[src/rtl/udma_rx_ch_arbiter_if.sv]
// Lane-side and core-side signal bundle for udma_rx_ch_arbiter.
// slave = arbiter view, master = the surrounding peripheral/core view.
interface udma_rx_ch_arbiter_if #(
  parameter int N_CH   = 4,
  parameter int DATA_W = 32,
  parameter int DEST_W = 8
);
  localparam int CH_W = $clog2(N_CH);

  logic [N_CH-1:0]        clr_i;
  logic [N_CH-1:0]        in_valid_i;
  logic [N_CH*DATA_W-1:0] in_data_i;
  logic [N_CH*2-1:0]      in_datasize_i;
  logic [N_CH*DEST_W-1:0] in_dest_i;
  logic [N_CH-1:0]        in_ready_o;
  logic                   out_valid_o;
  logic [DATA_W-1:0]      out_data_o;
  logic [1:0]             out_datasize_o;
  logic [DEST_W-1:0]      out_dest_o;
  logic [CH_W-1:0]        out_ch_o;
  logic                   out_ready_i;
  logic [N_CH-1:0]        lane_pending_o;

  modport slave (
    input  clr_i, in_valid_i, in_data_i, in_datasize_i, in_dest_i, out_ready_i,
    output in_ready_o, out_valid_o, out_data_o, out_datasize_o, out_dest_o,
           out_ch_o, lane_pending_o
  );

  modport master (
    output clr_i, in_valid_i, in_data_i, in_datasize_i, in_dest_i, out_ready_i,
    input  in_ready_o, out_valid_o, out_data_o, out_datasize_o, out_dest_o,
           out_ch_o, lane_pending_o
  );
endinterface

[src/rtl/udma_rx_ch_arbiter.sv]
// N-lane RX stream merger: per-lane FIFOs, round-robin arbiter, registered output stage.
// Optional burst locking of the granted lane with `define UDMA_RX_ARB_BURST_LOCK_EN.
module udma_rx_ch_arbiter #(
  parameter int N_CH       = 4,
  parameter int DATA_W     = 32,
  parameter int DEST_W     = 8,
  parameter int FIFO_DEPTH = 4,
  parameter int BURST_LEN  = 4
) (
  input  logic                    clk_i,
  input  logic                    rstn_i,
  udma_rx_ch_arbiter_if.slave     bus
);
  localparam int CH_W  = $clog2(N_CH);
  localparam int PTR_W = $clog2(FIFO_DEPTH);
  localparam int CNT_W = PTR_W + 1;
  localparam int ENT_W = DATA_W + 2 + DEST_W;

  if (N_CH < 2 || FIFO_DEPTH < 2 || (FIFO_DEPTH & (FIFO_DEPTH - 1)) != 0 || BURST_LEN < 1)
  begin : g_param_check
    $error("udma_rx_ch_arbiter: invalid parameter set");
  end

  logic [N_CH-1:0]  pending;
  logic [N_CH-1:0]  in_ready_vec;
  logic [N_CH-1:0]  req;
  logic [ENT_W-1:0] head [N_CH];
  logic [CH_W-1:0]  rr_ptr_reg;
  logic [CH_W-1:0]  rr_idx;
  logic             rr_found;
  logic [CH_W-1:0]  grant_idx;
  logic             grant_found;
  logic             load_en;
  logic             pop_en;

  logic              out_valid_reg;
  logic [DATA_W-1:0] out_data_reg;
  logic [1:0]        out_datasize_reg;
  logic [DEST_W-1:0] out_dest_reg;
  logic [CH_W-1:0]   out_ch_reg;

  for (genvar gi = 0; gi < N_CH; gi++) begin : g_lane
    logic [PTR_W-1:0] wr_ptr_reg;
    logic [PTR_W-1:0] rd_ptr_reg;
    logic [CNT_W-1:0] count_reg;
    logic [ENT_W-1:0] mem [FIFO_DEPTH];
    logic             push;
    logic             pop;

    // Readiness comes from the registered count only, so a full lane never
    // accepts even when it is being drained in the same cycle.
    assign in_ready_vec[gi] = (count_reg != CNT_W'(FIFO_DEPTH));
    assign pending[gi]      = (count_reg != '0);
    assign push             = bus.in_valid_i[gi] & in_ready_vec[gi] & ~bus.clr_i[gi];
    assign pop              = pop_en & (grant_idx == CH_W'(gi));
    assign head[gi]         = mem[rd_ptr_reg];

    always_ff @(posedge clk_i) begin
      if (push) begin
        mem[wr_ptr_reg] <= {bus.in_data_i[gi*DATA_W +: DATA_W],
                            bus.in_datasize_i[gi*2 +: 2],
                            bus.in_dest_i[gi*DEST_W +: DEST_W]};
      end
    end

    always_ff @(posedge clk_i or negedge rstn_i) begin
      if (!rstn_i) begin
        wr_ptr_reg <= '0;
        rd_ptr_reg <= '0;
        count_reg  <= '0;
      end else if (bus.clr_i[gi]) begin
        wr_ptr_reg <= '0;
        rd_ptr_reg <= '0;
        count_reg  <= '0;
      end else begin
        if (push) wr_ptr_reg <= wr_ptr_reg + 1'b1;
        if (pop)  rd_ptr_reg <= rd_ptr_reg + 1'b1;
        if (push && !pop)      count_reg <= count_reg + 1'b1;
        else if (pop && !push) count_reg <= count_reg - 1'b1;
      end
    end
  end

  // A lane being flushed this cycle is not eligible for a grant.
  assign req = pending & ~bus.clr_i;

  always_comb begin
    logic [CH_W-1:0] idx;
    rr_found = 1'b0;
    rr_idx   = '0;
    idx      = '0;
    for (int i = 1; i <= N_CH; i++) begin
      idx = CH_W'((int'(rr_ptr_reg) + i) % N_CH);
      if (!rr_found && req[idx]) begin
        rr_found = 1'b1;
        rr_idx   = idx;
      end
    end
  end

`ifdef UDMA_RX_ARB_BURST_LOCK_EN
  localparam int BURST_W = $clog2(BURST_LEN) + 1;
  logic [BURST_W-1:0] burst_cnt_reg;
  logic [BURST_W-1:0] burst_cnt_next;
  logic               lock_hold;

  // rr_ptr_reg always names the most recently granted lane, i.e. the lock owner.
  assign lock_hold   = (burst_cnt_reg != '0) && (burst_cnt_reg < BURST_W'(BURST_LEN))
                       && req[rr_ptr_reg];
  assign grant_found = lock_hold | rr_found;
  assign grant_idx   = lock_hold ? rr_ptr_reg : rr_idx;

  always_comb begin
    burst_cnt_next = burst_cnt_reg;
    if (pop_en) begin
      burst_cnt_next = lock_hold ? burst_cnt_reg + 1'b1 : BURST_W'(1);
    end else if (!req[rr_ptr_reg]) begin
      burst_cnt_next = '0;
    end
  end

  always_ff @(posedge clk_i or negedge rstn_i) begin
    if (!rstn_i) burst_cnt_reg <= '0;
    else         burst_cnt_reg <= burst_cnt_next;
  end
`else
  assign grant_found = rr_found;
  assign grant_idx   = rr_idx;
`endif

  assign load_en = !out_valid_reg | bus.out_ready_i;
  assign pop_en  = load_en & grant_found;

  always_ff @(posedge clk_i or negedge rstn_i) begin
    if (!rstn_i) begin
      rr_ptr_reg       <= CH_W'(N_CH - 1);
      out_valid_reg    <= 1'b0;
      out_data_reg     <= '0;
      out_datasize_reg <= '0;
      out_dest_reg     <= '0;
      out_ch_reg       <= '0;
    end else if (load_en) begin
      out_valid_reg <= grant_found;
      if (grant_found) begin
        {out_data_reg, out_datasize_reg, out_dest_reg} <= head[grant_idx];
        out_ch_reg <= grant_idx;
        rr_ptr_reg <= grant_idx;
      end
    end
  end

  assign bus.in_ready_o     = in_ready_vec;
  assign bus.lane_pending_o = pending;
  assign bus.out_valid_o    = out_valid_reg;
  assign bus.out_data_o     = out_data_reg;
  assign bus.out_datasize_o = out_datasize_reg;
  assign bus.out_dest_o     = out_dest_reg;
  assign bus.out_ch_o       = out_ch_reg;
endmodule

[src/flat_wrapper.sv]
// flat-port wrapper written by rule: the top's interface ports become plain ports
module udma_rx_ch_arbiter_flat 
#(
  parameter int N_CH       = 4,
  parameter int DATA_W     = 32,
  parameter int DEST_W     = 8,
  parameter int FIFO_DEPTH = 4,
  parameter int BURST_LEN  = 4
)
  (clk_i, rstn_i, bus_clr_i, bus_in_valid_i, bus_in_data_i, bus_in_datasize_i, bus_in_dest_i, bus_out_ready_i, bus_in_ready_o, bus_out_valid_o, bus_out_data_o, bus_out_datasize_o, bus_out_dest_o, bus_out_ch_o, bus_lane_pending_o);
  udma_rx_ch_arbiter_if #(.N_CH(N_CH), .DATA_W(DATA_W), .DEST_W(DEST_W)) bus_i ();
  input  logic clk_i;
  input  logic rstn_i;
  input wire logic [$bits(bus_i.clr_i)-1:0] bus_clr_i;
  input wire logic [$bits(bus_i.in_valid_i)-1:0] bus_in_valid_i;
  input wire logic [$bits(bus_i.in_data_i)-1:0] bus_in_data_i;
  input wire logic [$bits(bus_i.in_datasize_i)-1:0] bus_in_datasize_i;
  input wire logic [$bits(bus_i.in_dest_i)-1:0] bus_in_dest_i;
  input wire logic [$bits(bus_i.out_ready_i)-1:0] bus_out_ready_i;
  output wire logic [$bits(bus_i.in_ready_o)-1:0] bus_in_ready_o;
  output wire logic [$bits(bus_i.out_valid_o)-1:0] bus_out_valid_o;
  output wire logic [$bits(bus_i.out_data_o)-1:0] bus_out_data_o;
  output wire logic [$bits(bus_i.out_datasize_o)-1:0] bus_out_datasize_o;
  output wire logic [$bits(bus_i.out_dest_o)-1:0] bus_out_dest_o;
  output wire logic [$bits(bus_i.out_ch_o)-1:0] bus_out_ch_o;
  output wire logic [$bits(bus_i.lane_pending_o)-1:0] bus_lane_pending_o;
  assign bus_i.clr_i = bus_clr_i;
  assign bus_i.in_valid_i = bus_in_valid_i;
  assign bus_i.in_data_i = bus_in_data_i;
  assign bus_i.in_datasize_i = bus_in_datasize_i;
  assign bus_i.in_dest_i = bus_in_dest_i;
  assign bus_i.out_ready_i = bus_out_ready_i;
  assign bus_in_ready_o = bus_i.in_ready_o;
  assign bus_out_valid_o = bus_i.out_valid_o;
  assign bus_out_data_o = bus_i.out_data_o;
  assign bus_out_datasize_o = bus_i.out_datasize_o;
  assign bus_out_dest_o = bus_i.out_dest_o;
  assign bus_out_ch_o = bus_i.out_ch_o;
  assign bus_lane_pending_o = bus_i.lane_pending_o;
  udma_rx_ch_arbiter #(.N_CH(N_CH), .DATA_W(DATA_W), .DEST_W(DEST_W), .FIFO_DEPTH(FIFO_DEPTH), .BURST_LEN(BURST_LEN)) u_core (.clk_i(clk_i), .rstn_i(rstn_i), .bus(bus_i));
endmodule
[config.mk]
export PLATFORM = sky130hd
export DESIGN_NAME = udma_rx_ch_arbiter_flat
export DESIGN_NICKNAME = d
export VERILOG_FILES = /design/src/rtl/udma_rx_ch_arbiter_if.sv /design/src/rtl/udma_rx_ch_arbiter.sv /design/src/flat_wrapper.sv
export SDC_FILE = /design/constraint.sdc
export NUM_CORES = 1
export LEC_CHECK = 0
export BUFFER_PORTS_ARGS = -buffer_cell sky130_fd_sc_hd__buf_2
export CORE_MARGIN = 2
export CORE_UTILIZATION = 40
export DETAILED_ROUTE_END_ITERATION = 8
export GPL_TIMING_DRIVEN = 0
export MAX_ROUTING_LAYER = met4
export PLACE_DENSITY = 0.6
export SLEW_MARGIN = 20
export SYNTH_ARGS = -nofsm -noshare
export SYNTH_HDL_FRONTEND = slang
export SYNTH_SLANG_ARGS = --single-unit
export TNS_END_PERCENT = 5
[constraint.sdc]
create_clock -name clk_i -period 5.35 [get_ports clk_i]
set_input_delay 0.535 -clock clk_i [delete_from_list [all_inputs] [get_ports clk_i]]
set_output_delay 0.535 -clock clk_i [all_outputs]
set_load 0.05 [all_outputs]
==> impl_results.md, run 1 <==
* Non-filler instance count after layout at around 2.8k
* Nets at 2008
* CTS root buffer: clkbuf_16
* I/O Buffers at 230
* Hold WC Path Type: in -> reg
* Num Clock Sinks at approximately 750
* Synth warn at 0
* Kind of end point of the critical path: flop
* Initial Utilization at approximately two fifths
* Least-Margin Pin Slew at roughly 0.96 ns
* Arrival @ worst endpoint at a little over 4 ns
* Asr flop ratio synth at approximately a tenth
* Initial antenna violation count at 25
* Main synth FF type: edfxtp_1
* Number of synthesized flops with an enable pin at between 600 and 700
* FILL cells at between 5k and 6k
* Overflow after GRT at 0
* Share of post-route cells with drive strength above 1 at between 30 and 40%
* Most frequent cells in the layout: edfxtp_1, buf_2, nand2_1
* VDD IR max at 0.333 mV
* Die X at about 270 um
* Seq/Total Area, Yosys at 75.9%
* FF+latch count, synth at between 700 and 800
* Sequential Power Share at around 39%
* Switching Share at 33.5%
* Setup TNS at 0 ns
* Slew Viols, Final at 0
* Mapped Area at about 0.029 mm^2
* Drc violations at 0
* Flop2flop setup slack at between 1.5 and 2 ns
* WHS Endpoint: u_core.g_lane[0].mem[2][2]
* Detail Route Antenna Nets at 0
* Avg Synthesized Cell Area at just under 20 um^2
* Slew headroom at approximately 36%
* Outcome: completed
* Core Footprint at roughly 0.072 mm^2
* Worst path cell trace: or3_1 -> buf_6 -> o2bb2ai_4 -> a31o_4 -> or3_4 -> nor2_1 -> nor3_1 -> fa_1 -> nor2_1 -> or4b_1 -> o311ai_1
* Internal cell power at between 10 and 15 mW
* Crit-path max cell delay at 0.46 ns
* Placed insts at between 2k and 3k
* Hold_buf cts at 1
* Synth Instances at roughly 1.5k
* Max Fclk at about 290 MHz
* Total die area at roughly 0.075 mm^2
* Logic gate share of total power at about 30%
* Total CTS buffers at 78
* First-pass iteration count of the detailed router at 5
* Ports at 232
* Largest net degree at the start of global routing at 66
* DR iter-0 viols at between 1k and 1.5k
* Clock power frac at 30.7%
* Fin. Hold Viols at 0
* Pwr dens at ~540 mW/mm^2
* Routed wire length per instance at approximately 26 um
* CP Class: reg -> reg
* TritonCTS clock tree: done
* Total of max-cap violations at 0
* Reg2reg end: u_core.g_lane[3].count_reg[2]
* Crit path max fanout at 5
* Setup crit start: u_core.g_lane[0].count_reg[1]
* Startpoint Class: flop
* Max Clock Skew at ~0.027 ns
* # H-tree levels at 3
* Cts repair resizes at 0
* Post-synth cell types at 55
* Total track usage at 20.4%
* Worst r2r src: u_core.g_lane[0].count_reg[1]
* Clock-pin slew on the worst setup and hold paths at 0.06 ns
* Die Ht at ~270 um
* Lkg Pwr at around 12 nW
* First-pass GRT wire length at about 110 mm
* Max reg flops at 672
* Final min period at about 3.5 ns
* RSZ-0062 raised after global routing: no
* FF-to-FF path depth at 11
* Clock buffer depth at 3
* Crit-path slowest cell: or4b_1
* Total nets after synthesis at approximately 1.7k
* Area growth syn-to-layout at 17.9%
* NetSw at between 6 and 7 mW
* Post-route clock period utilization at around 65%
* Setup bufs post-CTS at 0
* Vias per std cell at around 5.4
* Via count at 15.2k
* Most common cell after layout, fill and taps aside: edfxtp_1
* Std-Cell Rows at between 90 and 100
* Most frequent CP cell: nor2_1
* Worst skew pair latency at approximately 0.63 ns
* Final WL at roughly 74 mm
* Number of global-route vias before repair at between 15k and 20k
* Worst Path Buf+Inv at 1
* Worst hold path depth at 1
* Hold Crit Start: bus_in_dest_i[2]
* Crit path required time at 5.88 ns
* Crit path max-delay family: simple AND/OR/NAND/NOR gates
* RePlAce Congestion at approximately 0.82
* Final setup viols at 0
* Detail Placement HPWL at 50.6 mm
-- routing by layer --
layer / GRT usage (%) / vias to the layer above / part of all wire (%)
met1: 26.1 / 7988 / 41
met4: 6.66 / 0 / 2.6
met2: 31.8 / 492 / 49
li1: - / 6621 / -
met3: 5.47 / 111 / 7.8
met5: - / - / 0
-- through the flow --
stage / util [%] / hold slack, ns / instance area [um^2] / power (mW) / worst slack [ns]
finish: 47.8 / 0.116 / 34300 / 18.4 / 1.85
global route: 47.8 / 0.0964 / 34300 / 19.1 / 1.67
CTS: 47.7 / 0.0775 / 34200 / 18.5 / 1.89
detailed placement: 43.9 / 0.366 / 31500 / 12.9 / 1.81
global placement: 43.8 / 0.466 / 31400 / 12.8 / 1.63
floorplan: - / 0.239 / 29100 / 11.0 / 2.21
-- logic make-up (layout without fill, tap and decap cells) --
| group | after synthesis | in the layout | share of synthesized area [%] |
|---|---|---|---|
| muxes | 177 | 177 | 13.4 |
| other | 0 | 20 | 0 |
| buffers and inverters | 98 | 475 | 1.41 |
| AOI/OAI and AO/OA | 156 | 156 | 3.56 |
| and+or+nand+nor | 283 | 283 | 4.35 |
| DFF | 747 | 747 | 75.9 |
| adders and majority gates | 20 | 20 | 0.965 |
| xor gates and xnor gates | 14 | 14 | 0.422 |
-- power groups by stage --
stage                     logic, mW  clock network (mW)  registers [mW]
after global placement         5.47                   0            7.32
after global routing           5.92                5.94            7.25
final                          5.53                5.63            7.21
after floorplan                3.15                   0            7.80
after detailed placement       5.57                   0            7.32
after CTS                      5.59                5.73            7.20
-- cells in the mapped netlist (all sizes together) (8+ instances only) --
| cell type | instances | area share, % |
|---|---|---|
| a211o | 42 | 1.3 |
| and2 | 18 | 0.39 |
| buf | 28 | 0.51 |
| clkbuf | 50 | 0.65 |
| edfxtp | 672 | 69 |
| inv | 20 | 0.26 |
| a21oi | 93 | 1.6 |
| nand2 | 189 | 2.5 |
| xnor2 | 9 | 0.27 |
| nor2 | 37 | 0.53 |
| mux4 | 168 | 13 |
| nand3 | 11 | 0.21 |
| dfrtp | 73 | 6.3 |
| nor3 | 12 | 0.30 |
| ha | 16 | 0.69 |
| mux2 | 8 | 0.32 |
| o21ai | 8 | 0.20 |
-- worst max path at each step --
stage                                    endpoint  slack [ns]  cells after the start
global route        u_core.g_lane[3].count_reg[2]        1.67                     11
finish              u_core.g_lane[3].count_reg[2]        1.85                     11
CTS                 u_core.g_lane[3].count_reg[2]        1.89                     11
global placement      u_core.g_lane[1].mem[0][26]        1.63                      4
floorplan           u_core.g_lane[3].count_reg[2]        2.21                     11
detailed placement  u_core.g_lane[3].count_reg[2]        1.81                     10
-- area by class of cell --
cell class | instances | area (um^2) | share of cell area [%]
clock buffer | 104 | 2210 | 6.46
antenna | 20 | 50.0 | 0.146
inverter | 20 | 75.1 | 0.219
buffer | 78 | 335 | 0.979
sequential | 747 | 22100 | 64.4
multi-input combinational | 650 | 6630 | 19.3
timing repair buffer | 234 | 1240 | 3.63
clock inverter | 39 | 469 | 1.37
tap | 950 | 1190 | 3.47
(Power assumes the default switching activity.)
==> run 2: changes to the inputs <==
Settings changed: PLACE_DENSITY 0.6 to 0.62.
Clock period 5.35 ns to 3.2 ns, I/O delays scaled along.
==> impl_results.md, run 2 (synthesis results as in run 1) <==
* Outcome: completed
* Hold Slack at 0.0640 ns
* Vias per std cell at roughly 5.3
* Hold WC Path Type: in -> reg
* Slew headroom at between 30% and 40%
* Clock buffer depth at 3
* Total power draw at 30.5 mW
* Placed insts at approximately 2.7k
* Overflow after GRT at 0
* Initial Utilization at 40.5%
* Arrival @ worst endpoint at between 3 and 4 ns
* Core Footprint at 0.0717 mm^2
* Std-Cell Rows at 98
* Dpl cell area at around 0.031 mm^2
* Area growth syn-to-layout at 23.6%
* Detail Placement HPWL at roughly 51 mm
* Total of max-cap violations at 0
* Non-filler instance count after layout at around 3.0k
* Hold Crit Start: bus_clr_i[0]
* TritonCTS clock tree: done
* Final min period at 3.16 ns
* Max reg flops at ~670
* Share of post-route cells with drive strength above 1 at around 29%
* First-pass iteration count of the detailed router at 5
* Drc violations at 0
* Total track usage at roughly 20%
* Ports at approximately 230
* Num Clock Sinks at 747
* Final core utilization at roughly half
* CP Class: reg -> reg
* First-pass GRT wire length at between 100 and 150 mm
* Final worst slack at between 0.04 and 0.05 ns
* Total CTS buffers at between 70 and 80
* Startpoint Class: flop
* Kind of end point of the critical path: flop
* Worst path cell trace: or3_4 -> buf_6 -> a311oi_1 -> o22ai_2 -> and3_4 -> nor2_4 -> nor3_1 -> fa_1 -> or4_1 -> a21oi_1 -> a311o_1
* Final WL at between 70 and 80 mm
* Setup TNS at 0 ns
* Lkg Pwr at between 10 and 15 nW
* Crit-path max cell delay at just under 0.5 ns
* Detail Route Antenna Nets at 0
* DR iter-0 viols at 1522
* Most frequent cells in the layout: edfxtp_1, buf_2, nand2_1
* Routed wire length per instance at around 25 um
* Crit path max-delay family: simple AND/OR/NAND/NOR gates
* Pwr dens at ~850 mW/mm^2
* Number of global-route vias before repair at 16.4k
* Die Ht at 274 um
* I/O Buffers at 230
* Max Clock Skew at around 0.031 ns
* Clock-pin slew on the worst setup and hold paths at around 0.06 ns
* Crit path max fanout at 5
* Most common cell after layout, fill and taps aside: edfxtp_1
* Crit path required time at ~3.8 ns
* RSZ-0062 raised after global routing: yes
* RePlAce Congestion at 0.825
* Least-Margin Pin Slew at around 0.91 ns
* Worst skew pair latency at 0.64 ns
* Worst Path Buf+Inv at 1
* Nets at approximately 2.2k
* Final instance area at between 0.03 and 0.04 mm^2
* # H-tree levels at 3
* Worst r2r src: u_core.g_lane[0].count_reg[1]
* Slew Viols, Final at 0
* Pre-CTS WS at -0.275 ns
* Total die area at 0.0748 mm^2
* VDD IR max at 0.457 mV
* Post-route clock period utilization at between 90% and 100%
* Initial antenna violation count at 16
* Largest net degree at the start of global routing at between 40 and 50
* Max Fclk at 316 MHz
* Final setup viols at 0
* Crit-path slowest cell: or4_1
* CTS root buffer: clkbuf_16
* Fin. Hold Viols at 0
* Setup crit start: u_core.g_lane[0].count_reg[1]
* Via count at 15.9k
* Die X at between 200 and 300 um
## run 2: cell type report
class	instances	area, um^2
Clock buffer	111	2200
Buffer	78	335
Clock inverter	32	284
Antenna cell	17	42.5
Timing Repair Buffer	414	3000
Tap cell	950	1190
Multi-Input combinational cell	650	6720
Fill cell	5993	35800
Inverter	20	75.1
Sequential cell	747	22100
## run 2: final timing paths
path                       depth (start not counted)  slack [ns]                             to
max in group asynchronous                          3        2.31  u_core.g_lane[1].count_reg[2]
min in group asynchronous                          2        0.22      u_core.bus.out_data_o[14]
setup reg to reg                                  11        0.04  u_core.g_lane[1].count_reg[2]
setup / recovery                                  11        0.04  u_core.g_lane[1].count_reg[2]
hold / removal                                     3        0.06  u_core.g_lane[0].count_reg[2]
hold reg to reg                                    1        0.48      u_core.bus.out_data_o[27]
## run 2: power by group
group	internal, mW	leakage [nW]	total, mW	switching [mW]
sequential	11.6	7.05	12.1	0.487
combinational	3.42	4.17	9.60	6.18
clock	5.13	1.21	8.82	3.69
total	20.2	12.4	30.5	10.4
## run 2: repair_timing
action / in CTS / in global routing
cloned: 0 / 0
hold endpoints to repair: 710 / 0
setup buffers: 4 / 7
pin swaps: 3 / 8
resized for setup: 7 / 11
endpoints found under the setup margin: 5 / 7
hold buffers: 172 / 0
## run 2: worst min-delay path, stage by stage
cell and delay [ns]:
buf_2 0.11, nor2b_1 0.10, mux2_1 0.12
## run 2: per-layer routing
| layer | part of all wire, % | vias up | GRT usage [%] | wire length [um] |
|---|---|---|---|---|
| met5 | 0 | - | - | 0 |
| met3 | 6.9 | 98 | 4.44 | 5130 |
| li1 | - | 6952 | - | - |
| met2 | 49 | 496 | 32.4 | 36400 |
| met1 | 42 | 8333 | 27.1 | 31200 |
| met4 | 1.8 | 0 | 5.18 | 1340 |
==> run 3: changes to the inputs <==
Settings changed: RECOVER_POWER set to 100.
==> impl_results.md, run 3 (synthesis results as in run 1) <==
* Outcome: finished with violations
* Failing checks: capacitance limit, slew limit
* DR iter-0 viols at roughly 1.4k
* Most common cell after layout, fill and taps aside: edfxtp_1
* Crit-path max cell delay at 0.49 ns
* Initial Utilization at 40.5%
* CTS root buffer: clkbuf_16
* Final WL at about 74 mm
* Nets at 2188
* Crit path capture: u_core.g_lane[1].count_reg[2]
* Crit path max-delay family: simple AND/OR/NAND/NOR gates
* Slew headroom at -53.0%
* Via count at around 16k
* Num Clock Sinks at roughly 750
* Arrival @ worst endpoint at 3.71 ns
* Area of the multi-input gates at roughly 0.0067 mm^2
* First-pass iteration count of the detailed router at 5
* Met3 wirelength from detailed routing at 4.67 mm
* Area growth syn-to-layout at 22.6%
* Number of global-route vias before repair at approximately 16k
* # H-tree levels at 3
* Max reg flops at between 600 and 700
* Startpoint Class: flop
* Total of max-cap violations at 1
* Hold Slack at about 0.065 ns
* Max layer used: met4
* Routed wire length per instance at ~25 um
* Detail Route Antenna Nets at 0
* Slew Viols, Final at 39
* I/O Buffers at between 200 and 250
* Worst Path Buf+Inv at 1
* Setup crit start: u_core.g_lane[0].count_reg[1]
* CP Class: reg -> reg
* Die Ht at 274 um
* Clock power frac at slightly below 30%
* Pwr dens at ~860 mW/mm^2
* Total CTS buffers at slightly below 80
* Register Area at 0.0221 mm^2
* Total track usage at around 20%
* Final setup viols at 0
* Flop2flop setup slack at about 0.037 ns
* Worst r2r src: u_core.g_lane[0].count_reg[1]
* Max Clock Skew at between 0.02 and 0.03 ns
* First-pass GRT wire length at between 100 and 150 mm
* Sequential Power Share at 39.9%
* Worst path cell trace: or3_4 -> buf_6 -> a311oi_1 -> o22ai_2 -> and3_4 -> nor2_4 -> nor3_1 -> fa_1 -> or4_1 -> a21oi_1 -> a311o_1
* Internal cell power at ~20 mW
* Post-route clock period utilization at 98.8%
* Crit path max fanout at 5
* Crit path depth at 11
* Lkg Pwr at between 10 and 15 nW
* Logic gate share of total power at 31.2%
* Setup TNS at 0 ns
* Least-Margin Pin Slew at about 2.3 ns
* VDD IR max at around 0.45 mV
* Ports at 232
* Overflow after GRT at 0
* Clock buffer depth at 3
* Fin. Hold Viols at 0
* Total die area at around 0.075 mm^2
* TritonCTS clock tree: done
* Std-Cell Rows at just under 100
* Vias per std cell at approximately 5.3
* NetSw at 10.4 mW
* Largest net degree at the start of global routing at 43
* Met1 wire length at roughly 32 mm
* Core Footprint at 0.0717 mm^2
* Crit path required time at between 3 and 4 ns
* FF-to-FF path depth at 11
* Routed wl met2 at between 30 and 40 mm
* Final core utilization at between 40% and 50%
* Kind of end point of the critical path: flop
* Final min period at 3.16 ns
* FILL cells at 6059
* Die X at between 200 and 300 um
* Crit-path slowest cell: or4_1
* Hold WC Path Type: in -> reg
* RSZ-0062 raised after global routing: yes
* Total power draw at between 30 and 40 mW
* Drc violations at 0
* Clock-pin slew on the worst setup and hold paths at roughly 0.060 ns
* Worst skew pair latency at 0.63 ns
* Switching Share at 34.1%
* RePlAce Congestion at between 0.8 and 0.9
* Detail Placement HPWL at roughly 51 mm
* Share of post-route cells with drive strength above 1 at 17.9%
* Reg2reg end: u_core.g_lane[1].count_reg[2]
* Max Fclk at about 320 MHz
* Most frequent cells in the layout: edfxtp_1, clkbuf_1, nand2_1
* Initial antenna violation count at 16
==> run 3: cell types whose count changed in the layout (fill, tap and decap cells not counted), sizes merged <==
| cell | previous run | this run |
|---|---|---|
| buf | 270 | 50 |
| clkbuf | 161 | 381 |
==> run 3: routing by layer <==
metal  global-route usage (%)  up-vias
met5                        -        -
met2                     32.4      518
met1                     27.1     8296
li1                         -     6952
met4                     5.18        0
met3                     4.44       98
==> run 3: power groups by stage <==
stage                     Sequential [mW]  Clock (mW)  Combinational (mW)
after global placement               12.3           0                9.01
after floorplan                      13.0           0                5.27
after global routing                 12.2        9.31                10.2
after detailed placement             12.3           0                9.17
after CTS                            12.1        8.96                9.52
final                                12.1        8.82                9.50
==> run 3: worst min path at each step <==
stage	start	to	slack (ns)	cells after the start
global placement	u_core.bus.out_data_o[23]	u_core.bus.out_data_o[23]	0.47	1
CTS	bus_clr_i[0]	u_core.g_lane[0].count_reg[2]	0.04	3
global route	bus_clr_i[0]	u_core.g_lane[0].count_reg[2]	0.09	3
finish	bus_clr_i[0]	u_core.g_lane[0].count_reg[2]	0.07	3
floorplan	rstn_i	u_core.bus.out_ch_o[0]	0.02	0
detailed placement	rstn_i	u_core.bus.out_data_o[14]	0.34	1
==> run 3: cell type report <==
type / instances / area share, %
buffer: 78 / 0.942
tap: 950 / 3.34
clock inverter: 32 / 0.798
clock buffer: 111 / 6.18
sequential: 747 / 61.9
timing repair buffer: 414 / 7.59
antenna: 17 / 0.119
multi-input combinational: 650 / 18.9
inverter: 20 / 0.211
==> run 3: worst min-delay path, cell delays in order <==
cell	delay [ns]
buf_2	0.11
nor2b_1	0.10
mux2_1	0.12
==> run 3: repair_timing <==
action / in CTS / in global routing
hold endpoints to repair: 710 / 0
cloned: 0 / 0
pin swaps: 3 / 8
buffers inserted: 4 / 7
endpoints found under the setup margin: 5 / 7
hold buffers: 172 / 0
resized for setup: 7 / 11
==> run 3: through the flow <==
step	std cells	area [um^2]	setup slack [ns]
2_1_floorplan	1495	29100	0.0574
3_3_place_gp	2675	31400	-0.276
3_5_place_dp	2676	31500	-0.275
4_1_cts	2995	35700	-0.0315
5_1_grt	3018	35600	-0.0852
6_report	3019	35600	0.0373
